### src/rtl/sriz_seq.sv
// Multi-cycle core sequencer: fetch / execute / memory phases with a per-phase
// wait timeout, a sticky halt state and free-running cycle/retire counters.
module sriz_seq #(
  parameter int CNT_W   = 32,
  parameter int TIMEOUT = 255
) (
  input  logic             clk,
  input  logic             rst,
  output logic             ifu_req,
  input  logic             ifu_valid,
  output logic             inst_latch,
  input  logic             is_load,
  input  logic             is_store,
  input  logic             is_ebreak,
  input  logic             regen,
  output logic             lsu_req,
  output logic             lsu_wen,
  input  logic             lsu_valid,
  output logic             pc_wen,
  output logic             reg_wen,
  output logic             halt,
  output logic             err,
  output logic [CNT_W-1:0] cycles,
  output logic [CNT_W-1:0] retired,
  output logic [2:0]       state_dbg
);

  // Handshake: ifu_req / lsu_req stay high until the matching valid is seen in
  // the same cycle; a valid while its request is low is ignored.
  localparam int WAIT_W = (TIMEOUT < 1) ? 1 : $clog2(TIMEOUT + 1);

  typedef enum logic [2:0] {IDLE, FETCH, EXEC, MEM, HALT} state_t;

  state_t             state_q, state_d;
  logic [WAIT_W-1:0]  wait_q, wait_d;
  logic               store_q, store_d;
  logic               err_q, err_d;
  logic [CNT_W-1:0]   cycles_q, retired_q;
  logic               timeout;

  assign timeout = (wait_q == WAIT_W'(TIMEOUT));

  always_ff @(posedge clk) begin
    if (rst) begin
      state_q   <= IDLE;
      wait_q    <= '0;
      store_q   <= 1'b0;
      err_q     <= 1'b0;
      cycles_q  <= '0;
      retired_q <= '0;
    end else begin
      state_q <= state_d;
      wait_q  <= wait_d;
      store_q <= store_d;
      err_q   <= err_d;
      if (state_q != HALT) cycles_q <= cycles_q + CNT_W'(1);
      if (pc_wen) retired_q <= retired_q + CNT_W'(1);
    end
  end

  // The wait counter only survives cycles spent waiting; any exit clears it,
  // so it is already zero on every entry to FETCH or MEM.
  always_comb begin
    state_d = state_q;
    wait_d  = '0;
    store_d = store_q;
    err_d   = err_q;
    case (state_q)
      IDLE: state_d = FETCH;
      FETCH: begin
        if (ifu_valid) begin
          state_d = EXEC;
        end else if (timeout) begin
          state_d = HALT;
          err_d   = 1'b1;
        end else begin
          wait_d = wait_q + WAIT_W'(1);
        end
      end
      EXEC: begin
        if (is_ebreak) begin
          state_d = HALT;
        end else if (is_load && is_store) begin
          state_d = HALT;
          err_d   = 1'b1;
        end else if (is_load || is_store) begin
          state_d = MEM;
          store_d = is_store;
        end else begin
          state_d = FETCH;
        end
      end
      MEM: begin
        if (lsu_valid) begin
          state_d = FETCH;
        end else if (timeout) begin
          state_d = HALT;
          err_d   = 1'b1;
        end else begin
          wait_d = wait_q + WAIT_W'(1);
        end
      end
      HALT:    state_d = HALT;
      default: state_d = IDLE;
    endcase
  end

  // Every output is forced low while rst is high, Mealy strobes included.
  always_comb begin
    ifu_req    = 1'b0;
    inst_latch = 1'b0;
    lsu_req    = 1'b0;
    lsu_wen    = 1'b0;
    pc_wen     = 1'b0;
    reg_wen    = 1'b0;
    halt       = 1'b0;
    err        = 1'b0;
    if (!rst) begin
      case (state_q)
        FETCH: begin
          ifu_req    = 1'b1;
          inst_latch = ifu_valid;
        end
        EXEC: begin
          if (!is_ebreak && !is_load && !is_store) begin
            pc_wen  = 1'b1;
            reg_wen = regen;
          end
        end
        MEM: begin
          lsu_req = 1'b1;
          lsu_wen = store_q;
          if (lsu_valid) begin
            pc_wen  = 1'b1;
            reg_wen = regen & ~store_q;
          end
        end
        HALT: begin
          halt = 1'b1;
          err  = err_q;
        end
        default: ;
      endcase
    end
  end

  assign cycles    = rst ? '0 : cycles_q;
  assign retired   = rst ? '0 : retired_q;
  assign state_dbg = rst ? 3'd0 : state_q;

endmodule

### config.mk
export PLATFORM = sky130hd
export DESIGN_NAME = sriz_seq
export DESIGN_NICKNAME = d
export VERILOG_FILES = /design/src/rtl/sriz_seq.sv
export SDC_FILE = /design/constraint.sdc
export NUM_CORES = 1
export LEC_CHECK = 0
export ABC_AREA = 0
export BUFFER_PORTS_ARGS = -buffer_cell sky130_fd_sc_hd__buf_2
export CAP_MARGIN = 10
export CORE_ASPECT_RATIO = 0.75
export CORE_MARGIN = 3
export CORE_UTILIZATION = 55
export CTS_CLUSTER_SIZE = 10
export DETAILED_ROUTE_END_ITERATION = 10
export PLACE_DENSITY = 0.84
export SYNTH_ARGS = -nofsm -noshare
export SYNTH_HDL_FRONTEND = slang
export SYNTH_SLANG_ARGS = --single-unit
### constraint.sdc
create_clock -name clk -period 3.6 [get_ports clk]
set_input_delay 0.18 -clock clk [delete_from_list [all_inputs] [get_ports clk]]
set_output_delay 0.18 -clock clk [all_outputs]
set_load 0.01 [all_outputs]
==> run_results.csv <==
group,metric,value,unit
cts,cts_buffers,9,
floorplan,die-area,0.008791,sq mm
worst_setup_path,critical_path.slowest_cell,"dfxtp_1",
final_layout,layout.cells.non_filler,685,
detailed_routing,vias,3937,
logic_synthesis,synthCells,515,
logic_synthesis,netlist_area,0.004230,sq mm
sta,min_period_over_period,69.19,%
logic_synthesis,synth_simple_gate_area_share,38.54,%
sta,finalSetupTns,0,ps
sta,fin_skew,11.75,ps
cts,clock-sinks,77,
sta,setup_viol,0,
floorplan,die_w,107.3,um
cts,cts_max_level,3,
cts,cts_max_path_buffers,2,
worst_setup_path,critical_path.cell_chain,"nor3b_1 > a22oi_2 > nor4b_1 > mux2_2",
final_layout,area_growth,14.58,%
logic_synthesis,synth.net_count,528,
floorplan,coreArea,0.007398,sq mm
grt,antenna_found_initial,0,
logic_synthesis,synth_common_cells,"dfxtp_1, nor2_1, nor2b_1",
detailed_routing,totalWireLength,9854,um
sta,min_period,2491,ps
sta,hold_viol,0,
worst_setup_path,end_kind,"flop",
cts,post-cts-setup-buffers,0,
final_layout,fillers,645,
pwr,powerDensity,331.3,mW/mm^2
final_layout,nNetsFinal,592,
worst_setup_path,startpoint_type,"flop",
sta,relSlewSlack,22.16,%
grt,track_usage,22.31,%
detailed_routing,post-route-drc-count,0,
worst_setup_path,r2r_slack,1110,ps
pwr,ir_drop,0.2644,mV
worst_setup_path,cp_data_arrival_time,2730,ps
logic_synthesis,synth.area.mux_share,10.85,%
cts,hold_buffers,0,
place,dp.cells,669,
worst_setup_path,critPathBufInv,0,
detailed_routing,dr.pass1.iters,4,
logic_synthesis,synth_compound_area_share,5.294,%
min_path,hold_class,"in -> reg",
pwr,leakagePower,1.952,nW
detailed_routing,post_drt_wl_per_cell,14.39,um
sta,fin_ws,1109,ps
final_layout,drive_gt1_share,24.32,%
place,preCtsSetupSlack,1152,ps
logic_synthesis,yosysWarnings,0,
cts,cts_resized,0,
logic_synthesis,synth_cell_types,39,
outcome,outcome,"completed",
grt,grt_pass1_wl,15910,um
detailed_routing,ant_nets,0,
sta,rsz0062_at_grt,"false",
floorplan,start_util,57.18,%
floorplan,dieHeight,81.95,um
logic_synthesis,synth_seq_area_share,36.44,%
place,place_hpwl,6797,um
worst_setup_path,path_max_fanout,26,
grt,grt.overflow.total,0,
run,drv_cap,0,
logic_synthesis,yosysTopAreaCell,"dfxtp_1",
logic_synthesis,post-synth-top-count-cell,"dfxtp_1",
worst_setup_path,cp_data_required_time,3840,ps
logic_synthesis,synthXorXnorAreaFrac,3.520,%
worst_setup_path,critical-path-max-stage-delay,570,ps
logic_synthesis,synth-edff-count,0,
floorplan,rows,27,
logic_synthesis,synthFlopType,"dfxtp_1",
final_layout,antennaDiodeCount,0,
worst_setup_path,cp_top_family,"simple AND/OR/NAND/NOR gates",
worst_setup_path,crit_type,"reg -> reg",
cts,cts-root-buf,"clkbuf_8",
logic_synthesis,synth_fa_ha_area_share,1.479,%
logic_synthesis,async_flop_share,0,%
place,place_congestion,0.9016,
cts,cts_tree,"built",
place,numPortBuffers,82,
cts,worstSkewPairLatency,350,ps
logic_synthesis,ys_seq_elements,77,
logic_synthesis,synth_top_area_share,36.44,%
logic_synthesis,synth_top_family_by_area,"simple AND/OR/NAND/NOR gates",
detailed_routing,dr.first_iter.drc_count,251,
logic_synthesis,syn_avg_cell_area,8.214,sq um
sta,tightest_slew,1168,ps
sta,max_freq,401.5,MHz
cts,clk_pin_slew,70,ps
floorplan,ios,83,
grt,grt_max_degree,73,
grt,grt_pass1_vias,3452,
detailed_routing,viasPerCell,5.747,
logic_synthesis,ys_top_cells_by_area,"dfxtp_1, mux2_2, nor2b_1",
sta,slew_viol_final,0,
## layer usage
layer	GRT usage (%)	up-vias	wire, um
li1	-	1935	-
met1	28.65	1866	4436
met2	37.20	122	4752
met3	5.813	14	555
met4	6.641	0	108
met5	0	-	0
## sequential cells by signal (all words and copies together) (netlist names)
signal,flops
store_q,1
cycles_q,32
err_q,1
wait_q,8
retired_q,32
state_q,3
## kinds of logic after synthesis
kind of cell / Yosys count
compound gates: 38
xor+xnor: 17
fa+ha+maj: 5
buf+inv: 41
flops: 77
mux: 41
simple gates: 296
## per-stage QoR
| stage | power (mW) | hold WS (ps) | util [%] | instance area [sq um] |
|---|---|---|---|---|
| after CTS | 1.622 | 141.7 | 65.52 | 4847 |
| after global routing | 1.667 | 147.6 | 65.52 | 4847 |
| after floorplan | 0.9559 | 327.2 | - | 4230 |
| after detailed placement | 0.9815 | 456.3 | 62.91 | 4654 |
| final | 1.606 | 166.9 | 65.52 | 4847 |
| after global placement | 0.9763 | 440.9 | 62.91 | 4654 |
## where the power goes
group | internal [mW] | switching [mW]
Sequential | 0.860 | 0.0165
Clock | 0.338 | 0.306
Combinational | 0.0308 | 0.0559
Total | 1.23 | 0.378
## layout by cell type (no fill, tap or decap), types with 9 or more instances in the layout
master    Yosys  final
buf_2         8     81
dfxtp_1      77     77
nor2_1       68     68
nor2b_1      62     62
mux2_2       39     39
nand2_1      31     31
nand3_1      20     20
nor4_1       19     19
nor3_1       17     17
a21oi_1      17     17
nand4_1      12     12
inv_1        11     11
or3_1        11     11
o21ai_0      10     10
clkbuf_8      0     10
xor2_1        9      9
## layout make-up
cell class,instances,area (sq um),area share [%]
sequential,77,1541,31.80
multi-input combinational,397,2525,52.09
clock inverter,4,47.55,0.9809
inverter,11,41.29,0.8518
tap,101,126.4,2.607
clock buffer,12,145.1,2.994
timing repair buffer,83,420.4,8.673
## worst paths after layout
check / start / end / depth (start not counted)
max reg2reg: state_q[1] / retired_q[24] / 4
min reg2reg: err_q / err_q / 2
min: ifu_valid / state_q[1] / 3
max: state_q[1] / retired_q[24] / 4
## worst reg2reg max path: stages, from the launching register on
cell and delay, ps:
dfxtp_1 570, nor3b_1 490, a22oi_2 420, nor4b_1 530
mux2_2 380
(Power assumes the default switching activity.)
